==> config.mk <==
export PLATFORM = sky130hd
export DESIGN_NAME = dac_spi_driver
export DESIGN_NICKNAME = d
export VERILOG_FILES = /design/src/rtl/dac_spi_driver.sv
export SDC_FILE = /design/constraint.sdc
export NUM_CORES = 1
export LEC_CHECK = 0
export CAP_MARGIN = 20
export CORE_AREA = 4 4 56 97
export CTS_BUF_LIST = sky130_fd_sc_hd__clkbuf_4 sky130_fd_sc_hd__clkbuf_8 sky130_fd_sc_hd__clkbuf_16
export DETAILED_ROUTE_END_ITERATION = 10
export DIE_AREA = 0 0 60 101
export DONT_BUFFER_PORTS = 1
export GPL_ROUTABILITY_DRIVEN = 0
export PLACE_DENSITY = 0.68
export SYNTH_ARGS = -nofsm -noshare
export SYNTH_HDL_FRONTEND = slang
export SYNTH_SLANG_ARGS = --single-unit
==> constraint.sdc <==
create_clock -name Fg_CLK -period 2.3 [get_ports Fg_CLK]
set_input_delay 0.23 -clock Fg_CLK [delete_from_list [all_inputs] [get_ports Fg_CLK]]
set_output_delay 0.23 -clock Fg_CLK [all_outputs]
set_load 0.05 [all_outputs]
==> src/rtl/dac_spi_driver.sv <==
// dac_spi_driver: serialises 12-bit interpolator samples into 16-bit
// MCP4921 SPI frames, each followed by an LDACn latch pulse.
module dac_spi_driver #(
    parameter int unsigned CLK_DIV     = 2,
    parameter logic [3:0]  CFG_BITS    = 4'b0011,
    parameter int unsigned LDAC_CYCLES = 2
) (
    input  logic        Fg_CLK,
    input  logic        RESETn,
    input  logic        Enable,
    input  logic [11:0] interpOut,
    output logic        DAC_CSn,
    output logic        DAC_SCLK,
    output logic        DAC_SDI,
    output logic        DAC_LDACn,
    output logic        Busy,
    output logic        Overrun
);

    localparam logic [1:0] S_IDLE    = 2'd0;
    localparam logic [1:0] S_SHIFT   = 2'd1;
    localparam logic [1:0] S_CS_HIGH = 2'd2;
    localparam logic [1:0] S_LDAC    = 2'd3;

    localparam logic [3:0] DIV_LAST  = 4'(CLK_DIV - 1);
    localparam logic [3:0] LDAC_LAST = 4'(LDAC_CYCLES - 1);

    logic [1:0]  r_state;
    logic        r_armed;
    logic [3:0]  r_div;
    logic [3:0]  r_bit;
    logic [15:0] r_shift;
    logic        r_pend_v;
    logic [11:0] r_pend_d;
    logic        r_csn;
    logic        r_sclk;
    logic        r_sdi;
    logic        r_ldacn;
    logic        r_busy;
    logic        r_ovr;

    logic        w_idle_free;
    logic        w_load;
    logic [11:0] w_load_data;
    logic        w_div_done;
    logic        w_last_fall;

    // r_armed marks the cycle between the load edge and entering SHIFT;
    // it is treated like a busy cycle for incoming samples.
    assign w_idle_free = (r_state == S_IDLE) && !r_armed;
    assign w_load      = w_idle_free && (r_pend_v || Enable);
    assign w_load_data = r_pend_v ? r_pend_d : interpOut;
    assign w_div_done  = (r_div == DIV_LAST);
    assign w_last_fall = w_div_done && r_sclk && (r_bit == 4'd15);

    // Pending buffer: holds one sample arriving while a frame is active.
    always_ff @(posedge Fg_CLK or negedge RESETn) begin
        if (!RESETn) begin
            r_pend_v <= 1'b0;
            r_pend_d <= '0;
            r_ovr    <= 1'b0;
        end else begin
            r_ovr <= 1'b0;
            if (w_idle_free) begin
                if (r_pend_v) begin
                    r_pend_v <= Enable;
                    if (Enable) begin
                        r_pend_d <= interpOut;
                    end
                end
            end else if (Enable) begin
                r_pend_v <= 1'b1;
                r_pend_d <= interpOut;
                r_ovr    <= r_pend_v;
            end
        end
    end

    // Frame sequencer: state, shared divider/width counter, bit index.
    always_ff @(posedge Fg_CLK or negedge RESETn) begin
        if (!RESETn) begin
            r_state <= S_IDLE;
            r_armed <= 1'b0;
            r_div   <= '0;
            r_bit   <= '0;
        end else begin
            unique case (r_state)
                S_IDLE: begin
                    if (r_armed) begin
                        r_armed <= 1'b0;
                        r_state <= S_SHIFT;
                        r_div   <= '0;
                        r_bit   <= '0;
                    end else if (w_load) begin
                        r_armed <= 1'b1;
                    end
                end
                S_SHIFT: begin
                    if (w_div_done) begin
                        r_div <= '0;
                        if (r_sclk) begin
                            if (r_bit == 4'd15) begin
                                r_state <= S_CS_HIGH;
                            end else begin
                                r_bit <= r_bit + 4'd1;
                            end
                        end
                    end else begin
                        r_div <= r_div + 4'd1;
                    end
                end
                S_CS_HIGH: begin
                    if (w_div_done) begin
                        r_div   <= '0;
                        r_state <= S_LDAC;
                    end else begin
                        r_div <= r_div + 4'd1;
                    end
                end
                S_LDAC: begin
                    if (r_div == LDAC_LAST) begin
                        r_div   <= '0;
                        r_state <= S_IDLE;
                    end else begin
                        r_div <= r_div + 4'd1;
                    end
                end
                default: begin
                    r_state <= S_IDLE;
                end
            endcase
        end
    end

    // Shift register and SDI: MSB presented on entering SHIFT, next bit on each fall.
    always_ff @(posedge Fg_CLK or negedge RESETn) begin
        if (!RESETn) begin
            r_shift <= '0;
            r_sdi   <= 1'b0;
        end else if (w_idle_free && w_load) begin
            r_shift <= {CFG_BITS, w_load_data};
        end else if ((r_state == S_IDLE) && r_armed) begin
            r_sdi <= r_shift[15];
        end else if ((r_state == S_SHIFT) && w_div_done && r_sclk) begin
            if (w_last_fall) begin
                r_shift <= '0;
                r_sdi   <= 1'b0;
            end else begin
                r_shift <= {r_shift[14:0], 1'b0};
                r_sdi   <= r_shift[14];
            end
        end
    end

    // SCLK toggles at each divider wrap while shifting; it idles low.
    always_ff @(posedge Fg_CLK or negedge RESETn) begin
        if (!RESETn) begin
            r_sclk <= 1'b0;
        end else if ((r_state == S_SHIFT) && w_div_done) begin
            r_sclk <= ~r_sclk;
        end else if (r_state != S_SHIFT) begin
            r_sclk <= 1'b0;
        end
    end

    // Chip select and Busy span the frame; Busy also covers CS recovery and LDAC.
    always_ff @(posedge Fg_CLK or negedge RESETn) begin
        if (!RESETn) begin
            r_csn  <= 1'b1;
            r_busy <= 1'b0;
        end else if ((r_state == S_IDLE) && r_armed) begin
            r_csn  <= 1'b0;
            r_busy <= 1'b1;
        end else if ((r_state == S_SHIFT) && w_last_fall) begin
            r_csn <= 1'b1;
        end else if ((r_state == S_LDAC) && (r_div == LDAC_LAST)) begin
            r_busy <= 1'b0;
        end
    end

    // LDACn pulses low for the whole LDAC state.
    always_ff @(posedge Fg_CLK or negedge RESETn) begin
        if (!RESETn) begin
            r_ldacn <= 1'b1;
        end else if ((r_state == S_CS_HIGH) && w_div_done) begin
            r_ldacn <= 1'b0;
        end else if ((r_state == S_LDAC) && (r_div == LDAC_LAST)) begin
            r_ldacn <= 1'b1;
        end
    end

    assign DAC_CSn   = r_csn;
    assign DAC_SCLK  = r_sclk;
    assign DAC_SDI   = r_sdi;
    assign DAC_LDACn = r_ldacn;
    assign Busy      = r_busy;
    assign Overrun   = r_ovr;

endmodule

==> summary.md, run 1 <==
| Metric | Value |
|---|---|
| Final net count | `225` |
| Via count | `1,498` |
| Initial DRC Count | `52` |
| Crit. Startpoint | `r_state[0]$_DFFE_PN0P_` |
| Comb power frac | `4.7%` |
| Synthesized area per cell | `11.79 µm²` |
| Total Neg Setup Slack | `0 ns` |
| CP Capture Type | `flip-flop` |
| Top-area cell type share of the netlist area | `48.40%` |
| First-pass GRT wire length | `7.307 mm` |
| Period minus WS final | `2.091 ns` |
| # rows | `33` |
| Syn_nets | `216` |
| H-tree depth | `2` |
| Period utilisation layout | `90.90%` |
| Cells taking the most area after synthesis | `dfrtp_1 (48%), mux2_2 (11%), ha_1 (4.4%)` |
| Placed cells | `244` |
| Crit-path slowest cell | `dfrtp_1` |
| Post-route ant nets | `0` |
| Area delta synth->final | `10.73%` |
| Avg WL per Cell | `16.82 µm` |
| TritonCTS clock tree | `done` |
| Worst r2r src | `r_state[0]$_DFFE_PN0P_` |
| Reg area | `1154 µm²` |
| M3 GR Usage | `4.359%` |
| Switching share of power | `20.79%` |
| Initial Utilization | `49.19%` |
| Routed WL | `4.290 mm` |
| Die height | `101 µm` |
| DRC | `0` |
| Share of cells above drive strength 1 | `23.15%` |
| Vias in the first global route | `1,649` |
| RSZ-0062 raised after global routing | `no` |
| Final Non-Filler Cells | `255` |
| Fin area | `2519 µm²` |
| Final critical-path setup slack | `0.2094 ns` |
| Final setup viols | `0` |
| Post-CTS sizing | `0` |
| Static leakage | `1.113 nW` |
| CP Data Arrival Time | `2.28 ns` |
| Total of warnings raised by yosys | `0` |
| Fmax achieved | `478.3 MHz` |
| Part of the power in registers | `55.5%` |
| Critical path type | `flip-flop to flip-flop` |
| Crit-path max FO | `13` |
| Async S/R FF share, synth | `100.0%` |
| Clk sinks | `46` |
| Pwr dens | `603.7 nW/µm²` |
| Fill cell count | `390` |
| GRT Overall Usage | `15.65%` |
| Worst path max stage delay | `0.41 ns` |
| Mapped Cells | `193` |
| Final Max Slew Viols | `0` |
| Initial antenna violation count | `0` |
| GR Util met1 | `17.30%` |
| DP HPWL | `3.149 mm` |
| First-pass DRT Iterations | `4` |
| Worst-margin pin slew | `0.6005 ns` |
| Cell Area, Synth | `2275 µm²` |
| Horiz. Die Dim | `60 µm` |
| Pre-CTS WS | `0.1369 ns` |
| # diodes | `0` |
| Run status | `finished clean` |
| Critical hold path startpoint | `interpOut[2]` |
| Largest net degree at the start of global routing | `47` |
| Min-delay worst type | `primary input to flip-flop` |
| Maximum vdd drop | `0.3917 mV` |
| Top FF cell, synth | `dfrtp_1` |
| Sequential share of the synthesized area | `50.72%` |
| Internal Dissipation | `1.204 mW` |
| Clk pwr share | `39.8%` |
| Worst-skew pair later-pin latency | `0.30 ns` |
| PortBufs | `0` |
| NetSw | `0.3161 mW` |
| Clock Tree Root | `clkbuf_8` |
| WP data required | `2.49 ns` |
| Max clock buf depth | `2` |
| Core area | `4624 µm²` |
| Die area | `6060 µm²` |
| Relative slew margins | `59.93%` |
| Yosys reg bits | `46` |
| Cells along the critical path | `inv_1, ha_1, and2b_1, o21ai_2, a21boi_4, buf_12, mux2_2` |
| Clock skew | `0.007532 ns` |
| Grt peak-use layer | `met2` |
| Clock-pin transition on the worst setup and hold timing paths | `0.09 ns` |
| Avg Vias per Cell | `5.875` |
| Top-level I/O count | `21` |
| Post-synth EDFFs | `0` |
| Area after DPL | `2347 µm²` |
| Distinct cell type count of the synthesized netlist | `41` |
| Critical Path Source Type | `flip-flop` |
| Post-synth top area cell | `dfrtp_1` |
| GRT overflow | `0` |
| Footprint of the multi-input gates | `1027 µm²` |
| Cts bufs inserted | `5` |
| Final hold vios | `0` |
| Met2 Use GR | `28.08%` |
| Max-cap violations | `0` |
==> registers in the layout, indices dropped and copies added, names as in the netlist, 2 cells and up <==
name	flops
r_shift	16
r_pend_d	12
r_bit	4
r_div	4
r_state	2
==> logic make-up (layout without fill, tap and decap cells) <==
group / after synthesis / in the layout / share of synthesized area, %
adder cells (fa/ha/maj): 8 / 8 / 4.401
multiplexers: 33 / 33 / 16.01
XOR/XNOR: 1 / 1 / 0.3851
flip-flops: 46 / 46 / 50.72
AND/OR/NAND/NOR: 33 / 33 / 7.867
AO/OA/AOI/OAI: 51 / 51 / 16.50
buffers and inverters: 21 / 31 / 4.125
==> area by class of cell <==
cell class,count,share of cell area [%]
clock buffer,6,3.030
clock inverter,2,1.490
inverter,13,1.937
multi-input combinational,126,40.79
sequential,46,45.80
tap,52,2.583
timing repair buffer,10,4.372
==> layout by cell type (no fill, tap or decap), types with 2 or more instances in the layout <==
cell type	netlist	routed
clkbuf_8	0	5
o2bb2ai_1	11	11
dfrtp_1	44	44
dfstp_2	2	2
nand2_1	7	7
o21ai_0	8	8
a22o_1	3	3
nand3_1	3	3
a21oi_1	8	8
mux2_1	5	5
inv_1	13	13
ha_1	8	8
mux2i_1	6	6
buf_4	1	7
and3_1	3	3
or3_1	2	2
a22oi_1	11	11
nor3_1	3	3
mux2_2	22	22
nor2_1	7	7
==> synthesized netlist by cell type, drive strengths merged (2+ instances only) <==
| library cell | n |
|---|---|
| nand2 | 8 |
| dfstp | 2 |
| a21oi | 8 |
| a22oi | 11 |
| inv | 13 |
| or3 | 2 |
| a21boi | 2 |
| buf | 5 |
| mux2i | 6 |
| nand3 | 3 |
| mux2 | 27 |
| and3 | 3 |
| nor2 | 7 |
| ha | 8 |
| o2bb2ai | 11 |
| clkbuf | 3 |
| nor3 | 3 |
| o21ai | 10 |
| dfrtp | 44 |
| a22o | 3 |
==> worst max-delay path, delay by kind of cell, from the launching register on <==
kind | cells | cell delay [ns]
flip-flops | 1 | 0.41
AO/OA/AOI/OAI | 2 | 0.35
multiplexers | 1 | 0.34
AND/OR/NAND/NOR | 1 | 0.31
buffers and inverters | 2 | 0.29
adder cells (fa/ha/maj) | 1 | 0.28
==> metal layers <==
layer	part of all wire (%)	up-vias	wire length, µm
met5	0	-	0
met3	5.1	5	219
met4	0.98	0	42
li1	-	716	-
met1	39	747	1692
met2	54	30	2335
==> power groups by stage <==
stage	logic, mW	registers, mW	clock network, mW
floorplan	0.0427	0.857	0
global placement	0.0477	0.859	0
detailed placement	0.0498	0.861	0
CTS	0.0731	0.844	0.626
global route	0.0807	0.846	0.661
finish	0.0710	0.844	0.605
==> through the flow <==
step	utilization [%]	power [mW]	hold slack [ns]
detailed placement	50.76	0.9106	-0.06454
global route	54.46	1.587	0.06219
CTS	54.03	1.543	0.06444
finish	54.46	1.520	0.07616
global placement	50.76	0.9069	-0.06449
floorplan	-	0.8997	-0.06559
==> timing repair <==
item                                    4_1_cts  5_1_grt
setup buffers                                 0        1
endpoints found under the hold margin        46        0
endpoints found under the setup margin        0       15
hold buffers                                  2        0
==> final timing paths <==
path	endpoint	slack (ns)	depth (start not counted)
max in group asynchronous	DAC_LDACn$_DFFE_PN1P_	1.60	2
hold / removal	r_pend_d[2]$_DFFE_PN0P_	0.08	1
setup / recovery	r_shift[7]$_DFFE_PN0P_	0.21	7
hold reg to reg	r_shift[5]$_DFFE_PN0P_	0.49	1
setup reg to reg	r_shift[7]$_DFFE_PN0P_	0.21	7
min in group asynchronous	r_pend_d[9]$_DFFE_PN0P_	0.42	2
(Power assumes the default switching activity.)
==> run 2: changes to the inputs <==
--- a/config.mk
+++ b/config.mk
@@ -12,6 +12,7 @@
 export DIE_AREA = 0 0 60 101
 export DONT_BUFFER_PORTS = 1
 export GPL_ROUTABILITY_DRIVEN = 0
+export GPL_TIMING_DRIVEN = 0
 export PLACE_DENSITY = 0.68
 export SYNTH_ARGS = -nofsm -noshare
 export SYNTH_HDL_FRONTEND = slang
==> constraint.sdc (replaced) <==
create_clock -name Fg_CLK -period 2 [get_ports Fg_CLK]
set_input_delay 0.2 -clock Fg_CLK [delete_from_list [all_inputs] [get_ports Fg_CLK]]
set_output_delay 0.2 -clock Fg_CLK [all_outputs]
set_load 0.05 [all_outputs]
==> summary.md, run 2 (same netlist as run 1, synthesis figures left out) <==
| Metric | Value |
|---|---|
| Met3 WL | `213 µm` |
| Critical path type | `flip-flop to flip-flop` |
| Top flop regs | `r_shift x16, r_pend_d x12` |
| Internal Dissipation | `1.385 mW` |
| GRT overflow | `0` |
| Die height | `101 µm` |
| Max-cap violations | `0` |
| Worst path max stage delay | `0.41 ns` |
| Initial antenna violation count | `0` |
| Max clock buf depth | `2` |
| Crit-path max FO | `10` |
| H-tree depth | `2` |
| Crit-path slowest cell | `dfrtp_1` |
| Critical hold path startpoint | `interpOut[7]` |
| Part of the power in registers | `55.6%` |
| Avg WL per Cell | `16.75 µm` |
| R2R depth | `7` |
| Via count | `1,522` |
| Clk pwr share | `39.8%` |
| Core area | `4624 µm²` |
| Worst r2r src | `r_div[1]$_DFFE_PN0N_` |
| Total Power | `1.746 mW` |
| Largest net degree at the start of global routing | `47` |
| GRT Overall Usage | `15.79%` |
| Final hold vios | `0` |
| Initial Utilization | `49.19%` |
| Fin area | `2540 µm²` |
| WP data required | `2.17 ns` |
| Top reg by flops | `r_shift` |
| # diodes | `0` |
| Clock Tree Root | `clkbuf_8` |
| Cell depth of the worst setup path | `7` |
| Area delta synth->final | `11.66%` |
| Max FFs per register | `16` |
| Post-route ant nets | `0` |
| Vias in the first global route | `1,614` |
| CP Data Arrival Time | `2.08 ns` |
| Setup slack, reg-to-reg | `0.09 ns` |
| PortBufs | `0` |
| Final critical-path setup slack | `0.08674 ns` |
| Top-level I/O count | `21` |
| DR top layer | `met4` |
| Maximum vdd drop | `0.5333 mV` |
| Avg Vias per Cell | `5.899` |
| Run status | `finished clean` |
| Die area | `6060 µm²` |
| Met2 wire length | `2.456 mm` |
| Placed cells | `245` |
| Period minus WS final | `1.913 ns` |
| Met1 wire length | `1.613 mm` |
| Worst-skew pair later-pin latency | `0.29 ns` |
| Total Neg Setup Slack | `0 ns` |
| DRC | `0` |
| Hold_ws | `0.04843 ns` |
| Cts bufs inserted | `5` |
| TritonCTS clock tree | `done` |
| Worst-margin pin slew | `0.4774 ns` |
| Clock-pin transition on the worst setup and hold timing paths | `0.09 ns` |
| Final setup viols | `0` |
| Clock skew | `0.01048 ns` |
| RSZ-0062 raised after global routing | `yes` |
| Share of cells above drive strength 1 | `26.21%` |
| Final Non-Filler Cells | `258` |
| Critical Path Source Type | `flip-flop` |
| Min-delay worst type | `primary input to flip-flop` |
| Min-Delay Endpoint | `r_pend_d[7]$_DFFE_PN0P_` |
| CP Capture Type | `flip-flop` |
| Comb power frac | `4.6%` |
| Horiz. Die Dim | `60 µm` |
| Relative slew margins | `68.17%` |
| NetSw | `0.3609 mW` |
| First-pass DRT Iterations | `4` |
| Area after DPL | `2340 µm²` |
| Commonest non-fill, non-tap cell in the layout | `dfrtp_1` |
| Pwr dens | `687.5 nW/µm²` |
| Layout Utilization | `54.92%` |
| Pre-CTS WS | `-0.2685 ns` |
| Cells along the critical path | `inv_1, ha_1, and4bb_2, nand2_2, a21boi_4, buf_6, mux2_1` |
| DP HPWL | `3.273 mm` |
| Cells on Worst Hold Path | `1` |
| First-pass GRT wire length | `7.376 mm` |
| Routed WL | `4.321 mm` |
| Period utilisation layout | `95.66%` |
| # rows | `33` |
| Worst flop-to-flop path endpoint | `r_shift[1]$_DFFE_PN0P_` |
| Cell family with most CP delay | `simple AND/OR/NAND/NOR gates` |
| Static leakage | `1.105 nW` |
| Buf/Inv on CP | `2` |
| Commonest cells after routing, fill and taps aside | `dfrtp_1 (43), mux2_2 (22), inv_1 (11), a22oi_1 (11), o2bb2ai_1 (11)` |
| Switching share of power | `20.67%` |
| Clk sinks | `46` |
| Initial DRC Count | `66` |
| Final net count | `228` |
| Fmax achieved | `522.7 MHz` |
| Final Max Slew Viols | `0` |
run 2: cell count changes in the layout (fill, tap and decap cells not counted), moves of 2 or more:
| cell | before | now |
|---|---|---|
| buf_4 | 7 | 4 |
| inv_2 | 0 | 2 |
| buf_2 | 0 | 3 |
| inv_1 | 13 | 11 |
| clkbuf_1 | 0 | 2 |
run 2: layout make-up:
type	count	area [µm²]
plain buffers	8	46.29
clock buffers	6	76.32
clock inverters	2	37.54
fillers	396	2085
inverters	13	48.80
multi-input cells	126	1051
flip-flops and latches	46	1155
well taps	52	65.06
repair buffers	5	60.06
run 2: how the worst max path moves through the flow:
stage                                 startpoint                      to  slack (ns)
after detailed placement  r_state[0]$_DFFE_PN0P_  r_shift[4]$_DFFE_PN0P_       -0.27
after floorplan             DAC_SCLK$_DFFE_PN0P_  r_shift[1]$_DFFE_PN0P_        0.05
after global routing        r_div[1]$_DFFE_PN0N_  r_shift[4]$_DFFE_PN0P_       -0.02
after CTS                 r_state[0]$_DFFE_PN0P_  r_shift[4]$_DFFE_PN0P_        0.02
final                       r_div[1]$_DFFE_PN0N_  r_shift[1]$_DFFE_PN0P_        0.09
after global placement    r_state[0]$_DFFE_PN0P_  r_shift[2]$_DFFE_PN0P_       -0.19
run 2: per-layer routing:
| metal | vias up | track usage (%) |
|---|---|---|
| met1 | 756 | 16.42 |
| li1 | 726 | - |
| met4 | 0 | 5.631 |
| met3 | 4 | 3.333 |
| met2 | 36 | 29.58 |
| met5 | - | 0 |
run 2: what timing repair did:
action	CTS	global route
resized for setup	5	5
buffers inserted	3	0
hold buffers	2	0
endpoints found under the hold margin	46	0
setup endpoints to repair	26	19
pin swaps	1	0
run 2: worst register-to-register path: stages (launching register included):
cell and delay [ns]:
dfrtp_1 0.41, inv_1 0.08, ha_1 0.17, and4bb_2 0.33
nand2_2 0.11, a21boi_4 0.18, buf_6 0.18, mux2_1 0.33
run 2: power groups by stage:
stage	combinational [mW]	sequential (mW)	clock [mW]
after global placement	0.0540	0.988	0
after CTS	0.0824	0.971	0.713
after floorplan	0.0491	0.986	0
final	0.0800	0.972	0.695
after detailed placement	0.0556	0.990	0
after global routing	0.0913	0.974	0.754
